## src/rtl/wb_byte_master_pkg.sv

```systemverilog
// wb_byte_master_pkg: shared encodings for the byte-stream Wishbone initiator and its peripherals
package wb_byte_master_pkg;
  typedef enum logic [1:0] {IDLE, GET_DATA, BUS, RESP} state_e;
  localparam int BYTE_W = 8;
  localparam int CMD_WE_BIT = 7;
  localparam logic [7:0] TIMEOUT_RESP_BYTE = 8'h00;
  localparam logic [3:0] REG_STATUS = 4'h0;
  localparam logic [3:0] REG_WIDTH  = 4'h1;
  localparam logic [3:0] REG_DLY_LO = 4'h2;
  localparam logic [3:0] REG_DLY_HI = 4'h3;
endpackage

```

## src/rtl/wb_byte_master_if.sv

```systemverilog
// wb_byte_master_if: command/response byte streams plus the Wishbone single-transfer bus
interface wb_byte_master_if import wb_byte_master_pkg::*; #(parameter int ADR_W = 4);
  logic [BYTE_W-1:0] cmd_data_i;
  logic              cmd_valid_i;
  logic              cmd_ready_o;
  logic [BYTE_W-1:0] rsp_data_o;
  logic              rsp_valid_o;
  logic              rsp_ready_i;
  logic              cyc_o;
  logic              stb_o;
  logic              we_o;
  logic [ADR_W-1:0]  adr_o;
  logic [BYTE_W-1:0] dat_o;
  logic [BYTE_W-1:0] dat_i;
  logic              ack_i;
  modport master (
    input  cmd_data_i, cmd_valid_i, rsp_ready_i, dat_i, ack_i,
    output cmd_ready_o, rsp_data_o, rsp_valid_o, cyc_o, stb_o, we_o, adr_o, dat_o
  );
  modport slave (
    output cmd_data_i, cmd_valid_i, rsp_ready_i, dat_i, ack_i,
    input  cmd_ready_o, rsp_data_o, rsp_valid_o, cyc_o, stb_o, we_o, adr_o, dat_o
  );
endinterface

```

## src/rtl/wb_timeout_ctr.sv

```systemverilog
// wb_timeout_ctr: clear/enable cycle counter flagging the TIMEOUT-th enabled cycle (0 disables)
module wb_timeout_ctr #(
  parameter int TIMEOUT = 255
) (
  input  logic clk_i,
  input  logic rst_ni,
  input  logic clr_i,
  input  logic en_i,
  output logic tc_o
);
  localparam int W = (TIMEOUT < 2) ? 1 : $clog2(TIMEOUT + 1);
  localparam logic [W-1:0] LAST = W'(TIMEOUT - 1);
  logic [W-1:0] cnt_q, cnt_d;
  assign cnt_d = clr_i ? '0 : en_i ? cnt_q + W'(1) : cnt_q;
  assign tc_o = (TIMEOUT != 0) && en_i && (cnt_q == LAST);
  always_ff @(posedge clk_i or negedge rst_ni)
    if (!rst_ni) cnt_q <= '0;
    else cnt_q <= cnt_d;
endmodule

```

## src/rtl/wb_byte_master.sv

```systemverilog
// wb_byte_master: byte-command driven Wishbone single-transfer initiator with response stream
// and an optional strobe timeout.
module wb_byte_master import wb_byte_master_pkg::*; #(
  parameter int ADR_W   = 4,
  parameter int DAT_W   = 8,
  parameter int TIMEOUT = 255
) (
  input  logic               clk_i,
  input  logic               rst_ni,
  wb_byte_master_if.master   bus,
  output logic               busy_o,
  output logic               err_o
);
  state_e state_q, state_d;
  logic [ADR_W-1:0] adr_q, adr_d;
  logic [DAT_W-1:0] dat_q, dat_d, rsp_q, rsp_d;
  logic we_q, we_d, stb_q, stb_d, err_q, err_d, ack, tc;
  // ack only counts while our own strobe is up; late echoes from the responder fall outside it
  assign ack = stb_q & bus.ack_i;
  wb_timeout_ctr #(.TIMEOUT(TIMEOUT)) u_ctr (
    .clk_i(clk_i), .rst_ni(rst_ni), .clr_i(!stb_q || ack), .en_i(stb_q), .tc_o(tc)
  );
  always_comb begin
    state_d = state_q;
    adr_d = adr_q;
    we_d = we_q;
    dat_d = dat_q;
    rsp_d = rsp_q;
    stb_d = 1'b0;
    err_d = 1'b0;
    case (state_q)
      IDLE: if (bus.cmd_valid_i) begin
        adr_d = bus.cmd_data_i[ADR_W-1:0];
        we_d = bus.cmd_data_i[CMD_WE_BIT];
        state_d = bus.cmd_data_i[CMD_WE_BIT] ? GET_DATA : BUS;
      end
      GET_DATA: if (bus.cmd_valid_i) begin
        dat_d = bus.cmd_data_i;
        state_d = BUS;
      end
      BUS: if (ack) begin
        rsp_d = we_q ? rsp_q : bus.dat_i;
        state_d = we_q ? IDLE : RESP;
      end else if (tc) begin
        err_d = 1'b1;
        rsp_d = we_q ? rsp_q : TIMEOUT_RESP_BYTE;
        state_d = we_q ? IDLE : RESP;
      end else stb_d = 1'b1;
      RESP: state_d = bus.rsp_ready_i ? IDLE : RESP;
      default: state_d = IDLE;
    endcase
  end
  always_ff @(posedge clk_i or negedge rst_ni)
    if (!rst_ni) begin
      state_q <= IDLE;
      adr_q <= '0;
      we_q <= 1'b0;
      dat_q <= '0;
      rsp_q <= '0;
      stb_q <= 1'b0;
      err_q <= 1'b0;
    end else begin
      state_q <= state_d;
      adr_q <= adr_d;
      we_q <= we_d;
      dat_q <= dat_d;
      rsp_q <= rsp_d;
      stb_q <= stb_d;
      err_q <= err_d;
    end
  assign bus.cyc_o = stb_q;
  assign bus.stb_o = stb_q;
  assign bus.we_o = we_q;
  assign bus.adr_o = adr_q;
  assign bus.dat_o = dat_q;
  assign bus.rsp_data_o = rsp_q;
  assign bus.rsp_valid_o = state_q == RESP;
  assign bus.cmd_ready_o = rst_ni && (state_q == IDLE || state_q == GET_DATA);
  assign busy_o = state_q != IDLE;
  assign err_o = err_q;
endmodule

```

## src/flat_wrapper.sv

```systemverilog
// flat-port wrapper written by rule: the top's interface ports become plain ports
module wb_byte_master_flat import wb_byte_master_pkg::*;
#(
  parameter int ADR_W   = 4,
  parameter int DAT_W   = 8,
  parameter int TIMEOUT = 255
)
  (clk_i, rst_ni, busy_o, err_o, bus_cmd_data_i, bus_cmd_valid_i, bus_rsp_ready_i, bus_dat_i, bus_ack_i, bus_cmd_ready_o, bus_rsp_data_o, bus_rsp_valid_o, bus_cyc_o, bus_stb_o, bus_we_o, bus_adr_o, bus_dat_o);
  wb_byte_master_if #(.ADR_W(ADR_W)) bus_i ();
  input  logic clk_i;
  input  logic rst_ni;
  output logic busy_o;
  output logic err_o;
  input wire logic [$bits(bus_i.cmd_data_i)-1:0] bus_cmd_data_i;
  input wire logic [$bits(bus_i.cmd_valid_i)-1:0] bus_cmd_valid_i;
  input wire logic [$bits(bus_i.rsp_ready_i)-1:0] bus_rsp_ready_i;
  input wire logic [$bits(bus_i.dat_i)-1:0] bus_dat_i;
  input wire logic [$bits(bus_i.ack_i)-1:0] bus_ack_i;
  output wire logic [$bits(bus_i.cmd_ready_o)-1:0] bus_cmd_ready_o;
  output wire logic [$bits(bus_i.rsp_data_o)-1:0] bus_rsp_data_o;
  output wire logic [$bits(bus_i.rsp_valid_o)-1:0] bus_rsp_valid_o;
  output wire logic [$bits(bus_i.cyc_o)-1:0] bus_cyc_o;
  output wire logic [$bits(bus_i.stb_o)-1:0] bus_stb_o;
  output wire logic [$bits(bus_i.we_o)-1:0] bus_we_o;
  output wire logic [$bits(bus_i.adr_o)-1:0] bus_adr_o;
  output wire logic [$bits(bus_i.dat_o)-1:0] bus_dat_o;
  assign bus_i.cmd_data_i = bus_cmd_data_i;
  assign bus_i.cmd_valid_i = bus_cmd_valid_i;
  assign bus_i.rsp_ready_i = bus_rsp_ready_i;
  assign bus_i.dat_i = bus_dat_i;
  assign bus_i.ack_i = bus_ack_i;
  assign bus_cmd_ready_o = bus_i.cmd_ready_o;
  assign bus_rsp_data_o = bus_i.rsp_data_o;
  assign bus_rsp_valid_o = bus_i.rsp_valid_o;
  assign bus_cyc_o = bus_i.cyc_o;
  assign bus_stb_o = bus_i.stb_o;
  assign bus_we_o = bus_i.we_o;
  assign bus_adr_o = bus_i.adr_o;
  assign bus_dat_o = bus_i.dat_o;
  wb_byte_master #(.ADR_W(ADR_W), .DAT_W(DAT_W), .TIMEOUT(TIMEOUT)) u_core (.clk_i(clk_i), .rst_ni(rst_ni), .bus(bus_i), .busy_o(busy_o), .err_o(err_o));
endmodule
```

## config.mk

```make
export PLATFORM = sky130hd
export DESIGN_NAME = wb_byte_master_flat
export DESIGN_NICKNAME = d
export VERILOG_FILES = /design/src/rtl/wb_byte_master_pkg.sv /design/src/rtl/wb_byte_master_if.sv /design/src/rtl/wb_timeout_ctr.sv /design/src/rtl/wb_byte_master.sv /design/src/flat_wrapper.sv
export SDC_FILE = /design/constraint.sdc
export NUM_CORES = 1
export LEC_CHECK = 0
export CAP_MARGIN = 20
export CORE_MARGIN = 1.5
export CORE_UTILIZATION = 44
export DETAILED_ROUTE_END_ITERATION = 8
export GPL_TIMING_DRIVEN = 0
export PLACE_DENSITY_LB_ADDON = 0.25
export SETUP_SLACK_MARGIN = 0.02
export SYNTH_ARGS = -nofsm -noshare
export SYNTH_HDL_FRONTEND = slang
export SYNTH_SLANG_ARGS = --single-unit
```

## constraint.sdc

```tcl
create_clock -name clk_i -period 2.79 [get_ports clk_i]
set_input_delay 0.558 -clock clk_i [delete_from_list [all_inputs] [get_ports clk_i]]
set_output_delay 0.558 -clock clk_i [all_outputs]
set_load 0.01 [all_outputs]
```

==> reports/summary.txt, run 1 <==
Clock tree root buffer cell: sky130_fd_sc_hd__clkbuf_4
Per-cell via count in the routed design: 5.18
Worst stage delay on the critical path: 0.58 ns
Setup repair after global routing missed its margin: false
Worst-path cell with the longest stage delay: sky130_fd_sc_hd__buf_2
Count of antenna-violating nets left after detailed routing: 0
Max Clock Freq: 408 MHz
Worst slew pin tran: 0.749 ns
Residual DRC: 0
Routed wire length: 3.25 mm
Last weighted congestion value of the routability-driven placer: 0.733
Count of buffer and inverter cells on the critical path: 2
Distinct cells, synth: 34
Power share of the combinational group: 0.480
Number of buffers added by the clock tree synthesis step: 5
Proportion of layout cells with a drive suffix above 1: 0.164
Net switching power of the design: 0.624 mW
Reg2Reg Setup Slack: 1.32 ns
Clock power share: 0.141
First-pass detailed-route iteration total: 4
Arrival time of data at the critical path endpoint: 1.89 ns
Maximum vdd ir drop: 0.605 mV
Largest net degree at the start of global routing: 35
Post CTS Setup Buffer Count: 0
Shortest period the worst path allows: 2.45 ns
Cts hold-fix bufs: 0
Maximum clock path buffer count: 2
Reg-to-reg startpoint: u_core.bus.cyc_o
Post-Syn Instances: 136
Via count of the first global-routing pass: 1278
Non-filler cells in the finished layout: 235
Final worst-path cycle share: 0.878
Die span in x: 62.1 microns
Total Routing Usage GR: 0.183
Antenna Cells: 0
First-pass GRT wire length: 5.66 mm
Leak: 0.932 nW
Result of the run: completed
Clock-pin slew on the worst setup and hold paths: 0.09 ns
Largest delay contributor family on the critical path: buffers and inverters
Total nets after synthesis: 159
Power per cell area: 909 mW/mm^2
Max Cap Viol: 0
Number of synthesis warnings: 0
Total of flip-flops plus latches after synthesis: 33
Source-to-sink clock delay at the later pin of the worst-skew pair: 0.33 ns
Path class of the lowest-slack min-delay path: in -> async
Core Util, Final: 0.631
Final count of hold timing violations: 0
Req. time, crit path: 2.23 ns
Initial cell density of the core: 0.461
I/O pin count: 48
DR WL/cell: 13.8 microns
Total setup violations reported at the end of the flow: 0
Number of antenna violations at the first check in global routing: 0
Count of nets after finishing: 212
CP Class: in -> out
Crit. End Element: output port
Number of port buffers: 46
Critical path peak fanout: 34
Detailed Place HPWL: 2.30 mm
Vias: 1218
Die Y-Extent: 62.1 microns
Number of gates resized after cts: 0
Count of standard-cell rows: 21
Total congestion overflow after global routing: 0
Cell area after synthesis: 0.00154 sq mm
Area inside the core boundary: 0.00334 sq mm
Max Slew Vio Count: 0
CP Launch Type: input port
Sequential share of power: 0.379
Internal power consumption: 1.29 mW
Number of sinks driven by the clock tree: 33
Number of H-tree branching levels: 2
Die Footprint: 0.00386 sq mm
Layout overhead on the synthesized area: 36.9%
Iteration-0 DRC count of the detailed router: 38
Commonest cells after routing, fill and taps aside: sky130_fd_sc_hd__clkdlybuf4s50_1 (45), sky130_fd_sc_hd__dfrtp_1 (33), sky130_fd_sc_hd__nand2_1 (13), sky130_fd_sc_hd__o21ai_0 (13), sky130_fd_sc_hd__mux2_2 (12)
Fraction of the yosys area taken by sequential cells: 0.537
Net Sw Frac: 0.326
Headroom to the max-slew limit: 0.501
Syn Area/Cell: 11.3 sq um
Clock tree from TritonCTS: yes
CP cell instances: buf_2, nor2b_1, clkdlybuf4s50_1
First element of the critical path: rst_ni
Commonest non-fill, non-tap cell in the layout: sky130_fd_sc_hd__clkdlybuf4s50_1
Worst clock skew: 0.00829 ns
Placed Instances: 228
power groups by stage:
stage / sequential, mW / combinational (mW) / clock [mW]
after detailed placement: 0.733 / 0.925 / 0
final: 0.725 / 0.920 / 0.270
after global routing: 0.747 / 0.991 / 0.300
after CTS: 0.726 / 0.929 / 0.280
after global placement: 0.719 / 0.907 / 0
after floorplan: 0.781 / 0.443 / 0
registers in the layout, indices dropped and copies added, names as in the netlist:
signal / count
u_core.bus.dat_o: 8
u_core.bus.rsp_data_o: 8
u_core.u_ctr.cnt_q: 8
u_core.bus.adr_o: 4
u_core.state_q: 2
u_core.bus.cyc_o: 1
u_core.bus.we_o: 1
u_core.err_o: 1
layer usage:
layer,global-route usage,share of wire
met1,0.209,0.41
met2,0.318,0.50
met3,0.0562,0.080
met4,0.0778,0.015
met5,0,0
metrics by stage:
step	setup TNS [ns]	worst slack, ns	cell area [sq um]	total power, mW	hold WS [ns]
floorplan	0	1.40	1540	1.22	0.262
global placement	-0.636	-0.636	2060	1.63	0.467
detailed placement	0	0.288	2050	1.66	0.477
CTS	0	0.294	2110	1.94	0.304
global route	0	0.164	2110	2.04	0.338
finish	0	0.340	2110	1.91	0.293
worst reg2reg max path: stages (launching register included):
cell and delay [ns]:
sky130_fd_sc_hd__dfrtp_1 0.45, sky130_fd_sc_hd__clkbuf_2 0.21, sky130_fd_sc_hd__nand2_2 0.20, sky130_fd_sc_hd__nand3b_1 0.18
sky130_fd_sc_hd__o221a_2 0.33
cell type report:
cell class / count / area [sq um]
Fill cell: 276 / 1230
Tap cell: 46 / 57.6
Buffer: 8 / 51.3
Inverter: 3 / 11.3
Clock buffer: 7 / 55.1
Sequential cell: 33 / 826
Timing Repair Buffer: 46 / 455
Multi-Input combinational cell: 92 / 649
worst paths after layout:
check                                         to  cells past startpoint
max in group asynchronous  u_core.u_ctr.cnt_q[1]                      1
max reg2reg                    u_core.state_q[0]                      4
min reg2reg                u_core.u_ctr.cnt_q[0]                      1
max                              bus_cmd_ready_o                      3
min                        u_core.u_ctr.cnt_q[5]                      1
min in group clk_i         u_core.u_ctr.cnt_q[0]                      1
synthesized netlist by cell type, drive strengths merged:
| cell | number | area share |
|---|---|---|
| xor2 | 2 | 0.011 |
| o21ai | 13 | 0.042 |
| and3 | 8 | 0.033 |
| nand2 | 14 | 0.036 |
| nand2b | 2 | 0.0081 |
| nor2 | 7 | 0.017 |
| a21oi | 3 | 0.0098 |
| o211ai | 1 | 0.0049 |
| ha | 2 | 0.016 |
| dfrtp | 33 | 0.54 |
| nand3b | 2 | 0.012 |
| or3 | 3 | 0.012 |
| mux2i | 9 | 0.059 |
| inv | 3 | 0.0073 |
| o221ai | 1 | 0.0057 |
| buf | 5 | 0.025 |
| xnor2 | 1 | 0.0057 |
| o221a | 1 | 0.0073 |
| nand4 | 2 | 0.012 |
| or2 | 1 | 0.0041 |
| mux2 | 12 | 0.088 |
| nor3 | 1 | 0.0033 |
| clkbuf | 3 | 0.0081 |
| nor2b | 1 | 0.0041 |
| nand3 | 3 | 0.0098 |
| and2 | 1 | 0.0041 |
| nor3b | 2 | 0.017 |
cells by family (layout without fill, tap and decap cells):
kind of cell / after synthesis / after routing / share of synthesized area
simple gates: 47 / 47 / 0.173
fa+ha+maj: 2 / 2 / 0.0163
buf+inv: 11 / 64 / 0.0407
xor+xnor: 3 / 3 / 0.0171
flops: 33 / 33 / 0.537
mux: 21 / 21 / 0.146
compound gates: 19 / 19 / 0.0700
Power figures use the tool's default switching activity.
==> run 2: changes to the inputs <==
ABC_AREA = 1   (was unset)
==> reports/summary.txt, run 2 <==
Result of the run: completed (unchanged)
First-pass GRT wire length: 5.20 mm (was 5.66 mm)
Number of synthesis warnings: 0 (unchanged)
Cell area after synthesis: 0.00149 sq mm (was 0.00154 sq mm)
Max Clock Freq: 417 MHz (was 408 MHz)
Post-Syn Instances: 171 (was 136)
Sequential share of power: 0.389 (was 0.379)
Clock-pin slew on the worst setup and hold paths: 0.10 ns (was 0.09 ns)
GRT met2 Usage: 0.330 (was 0.318)
Global route hottest layer: met2 (unchanged)
Number of buffers added by the clock tree synthesis step: 5 (unchanged)
Total Routing Usage GR: 0.195 (was 0.183)
Clock power share: 0.156 (was 0.141)
Total nets after synthesis: 194 (was 159)
Die span in x: 61.1 microns (was 62.1 microns)
Residual DRC: 0 (unchanged)
Fraction of the yosys area taken by sequential cells: 0.556 (was 0.537)
Total of flip-flops plus latches after synthesis: 33 (unchanged)
Setup repair after global routing missed its margin: false (unchanged)
Clock tree from TritonCTS: yes (unchanged)
Net Sw Frac: 0.352 (was 0.326)
Detailed Place HPWL: 2.49 mm (was 2.30 mm)
Cts hold-fix bufs: 0 (unchanged)
Arrival time of data at the critical path endpoint: 1.84 ns (was 1.89 ns)
Number of gates resized after cts: 0 (unchanged)
Core Util, Final: 0.664 (was 0.631)
Layout overhead on the synthesized area: 39.7% (was 36.9%)
Placed inst area: 0.00201 sq mm (was 0.00205 sq mm)
Worst-case setup slack after placement: 0.316 ns (was 0.288 ns)
Max Cap Viol: 0 (unchanged)
Fill cells: 268 (was 276)
Internal power consumption: 1.25 mW (was 1.29 mW)
Main synth FF type: sky130_fd_sc_hd__dfrtp_1 (unchanged)
R2R depth: 7 (was 4)
Final worst-path cycle share: 0.859 (was 0.878)
I/O pin count: 48 (unchanged)
Count of standard-cell rows: 20 (was 21)
Syn Area/Cell: 8.69 sq um (was 11.3 sq um)
Net switching power of the design: 0.679 mW (was 0.624 mW)
CP Launch Type: input port (unchanged)
Area share of the largest cell type after synthesis: 0.556 (was 0.537)
Number of antenna violations at the first check in global routing: 0 (unchanged)
Routed wire length: 3.20 mm (was 3.25 mm)
Proportion of layout cells with a drive suffix above 1: 0.115 (was 0.164)
CP Class: in -> out (unchanged)
Area of all sequential standard cells: 826 sq um (unchanged)
GR met3 Demand/Resource: 0.0693 (was 0.0562)
Vias: 1310 (was 1218)
Clock tree root buffer cell: sky130_fd_sc_hd__clkbuf_4 (unchanged)
Critical path peak fanout: 34 (unchanged)
Total congestion overflow after global routing: 0 (unchanged)
Crit. End Element: output port (unchanged)
Most frequent cell after synthesis: sky130_fd_sc_hd__nand2_1 (was sky130_fd_sc_hd__dfrtp_1)
First-pass detailed-route iteration total: 4 (unchanged)
Initial cell density of the core: 0.475 (was 0.461)
Distinct cells, synth: 20 (was 34)
Iteration-0 DRC count of the detailed router: 82 (was 38)
Last weighted congestion value of the routability-driven placer: 0.683 (was 0.733)
Max Slew Vio Count: 0 (unchanged)
Die Footprint: 0.00374 sq mm (was 0.00386 sq mm)
Shortest period the worst path allows: 2.40 ns (was 2.45 ns)
Path class of the lowest-slack min-delay path: in -> async (unchanged)
DR WL/cell: 11.9 microns (was 13.8 microns)
Total setup violations reported at the end of the flow: 0 (unchanged)
Number of sinks driven by the clock tree: 33 (unchanged)
Count of antenna-violating nets left after detailed routing: 0 (unchanged)
Maximum vdd ir drop: 0.516 mV (was 0.605 mV)
Per-cell via count in the routed design: 4.85 (was 5.18)
Power per cell area: 929 mW/mm^2 (was 909 mW/mm^2)
Headroom to the max-slew limit: 0.527 (was 0.501)
Number of H-tree branching levels: 2 (unchanged)
Count of nets after finishing: 248 (was 212)
Antenna Cells: 0 (unchanged)
Worst slew pin tran: 0.709 ns (was 0.749 ns)
Largest net degree at the start of global routing: 35 (unchanged)
Commonest cells after routing, fill and taps aside: sky130_fd_sc_hd__nand2_1 (51), sky130_fd_sc_hd__clkdlybuf4s50_1 (46), sky130_fd_sc_hd__dfrtp_1 (33) (was sky130_fd_sc_hd__clkdlybuf4s50_1 (45), sky130_fd_sc_hd__dfrtp_1 (33), sky130_fd_sc_hd__nand2_1 (13), sky130_fd_sc_hd__o21ai_0 (13), sky130_fd_sc_hd__mux2_2 (12))
Via count of the first global-routing pass: 1196 (was 1278)
Top post-synthesis cells by area: sky130_fd_sc_hd__dfrtp_1 (56%), sky130_fd_sc_hd__nand2_1 (13%), sky130_fd_sc_hd__nand3_1 (6.4%) (was sky130_fd_sc_hd__dfrtp_1 (54%), sky130_fd_sc_hd__mux2_2 (8.8%), sky130_fd_sc_hd__mux2i_1 (5.9%))
List of most frequent post-synthesis cells: sky130_fd_sc_hd__nand2_1 (51), sky130_fd_sc_hd__dfrtp_1 (33), sky130_fd_sc_hd__nor2_1 (20) (was sky130_fd_sc_hd__dfrtp_1 (33), sky130_fd_sc_hd__nand2_1 (13), sky130_fd_sc_hd__o21ai_0 (13))
Area inside the core boundary: 0.00313 sq mm (was 0.00334 sq mm)
Worst clock skew: 0.00848 ns (was 0.00829 ns)
Leak: 1.00 nW (was 0.932 nW)
Hold slack final: 0.266 ns (was 0.293 ns)
Share of flip-flops with an asynchronous set or reset after synthesis: 1.00 (unchanged)
Largest area contributor in the synthesized netlist: sky130_fd_sc_hd__dfrtp_1 (unchanged)
Die Y-Extent: 61.1 microns (was 62.1 microns)
Commonest non-fill, non-tap cell in the layout: sky130_fd_sc_hd__nand2_1 (was sky130_fd_sc_hd__clkdlybuf4s50_1)
Number of enable-type register cells in the synthesized netlist: 0 (unchanged)
Post CTS Setup Buffer Count: 0 (unchanged)
Placed Instances: 262 (was 228)
Slack of the critical path: 0.394 ns (was 0.340 ns)
Post-route cell area: 0.00208 sq mm (was 0.00211 sq mm)
Final count of hold timing violations: 0 (unchanged)
Number of port buffers: 47 (was 46)
Source-to-sink clock delay at the later pin of the worst-skew pair: 0.33 ns (about the same)
Global-route met1 utilization: 0.226 (was 0.209)
Req. time, crit path: 2.23 ns (about the same)
Power share of the combinational group: 0.455 (was 0.480)
Multi-input gate area in the final layout: 558 sq um (was 649 sq um)
Non-filler cells in the finished layout: 270 (was 235)
Maximum clock path buffer count: 2 (unchanged)
## run 2: cell count changes in the layout (fill, tap and decap cells not counted), sizes merged, moves of 3 or more
| cell | change |
|---|---|
| and3 | -8 |
| mux2 | -12 |
| mux2i | -9 |
| clkbuf | -3 |
| nand2 | +41 |
| nand3 | +17 |
| inv | +15 |
| nor2 | +15 |
| or3 | -3 |
## run 2: power groups by stage
stage / Combinational (mW) / Sequential (mW) / Clock (mW)
2_1_floorplan: 0.372 / 0.814 / 0
5_1_grt: 0.961 / 0.770 / 0.331
3_3_place_gp: 0.860 / 0.749 / 0
3_5_place_dp: 0.886 / 0.760 / 0
6_report: 0.877 / 0.751 / 0.301
4_1_cts: 0.890 / 0.752 / 0.309
## run 2: metal layers
| metal | up-vias | wire [microns] |
|---|---|---|
| li1 | 646 | - |
| met3 | 7 | 185 |
| met1 | 624 | 1330 |
| met4 | 0 | 48 |
| met2 | 33 | 1630 |
| met5 | - | 0 |
## run 2: cell type report
type / instances / share of cell area
well taps: 44 / 0.0265
clock inverters: 1 / 0.00241
multi-input cells: 116 / 0.269
inverters: 19 / 0.0349
repair buffers: 47 / 0.224
clock buffers: 7 / 0.0313
flip-flops and latches: 33 / 0.398
plain buffers: 3 / 0.0145
## run 2: path summary, 6_finish.rpt
check	from	endpoint	slack (ns)
max in group asynchronous	rst_ni	u_core.u_ctr.cnt_q[6]	2.06
setup / recovery	rst_ni	bus_cmd_ready_o	0.39
min in group clk_i	u_core.bus.dat_o[6]	u_core.bus.dat_o[6]	0.49
setup reg to reg	u_core.u_ctr.cnt_q[0]	u_core.bus.rsp_data_o[3]	1.45
hold reg to reg	u_core.bus.dat_o[6]	u_core.bus.dat_o[6]	0.49
hold / removal	rst_ni	u_core.state_q[1]	0.27
## run 2: metrics by stage
stage	setup TNS (ns)	power [mW]
5_1_grt	0	2.06
3_3_place_gp	-0.611	1.61
4_1_cts	0	1.95
2_1_floorplan	0	1.19
3_5_place_dp	0	1.65
6_report	0	1.93
## run 2: critical path, cell delays in order
cell                              delay (ns)
sky130_fd_sc_hd__buf_2                  0.55
sky130_fd_sc_hd__inv_1                  0.09
sky130_fd_sc_hd__nor2_1                 0.10
sky130_fd_sc_hd__clkdlybuf4s50_1        0.54
## run 2: kinds of logic (layout without fill, tap and decap cells)
kind of cell | Yosys count | count (layout) | synth area share
AOI/OAI and AO/OA | 15 | 15 | 0.0648
and+or+nand+nor | 99 | 99 | 0.294
DFF | 33 | 33 | 0.556
adders and majority gates | 2 | 2 | 0.0168
buffers and inverters | 22 | 77 | 0.0690
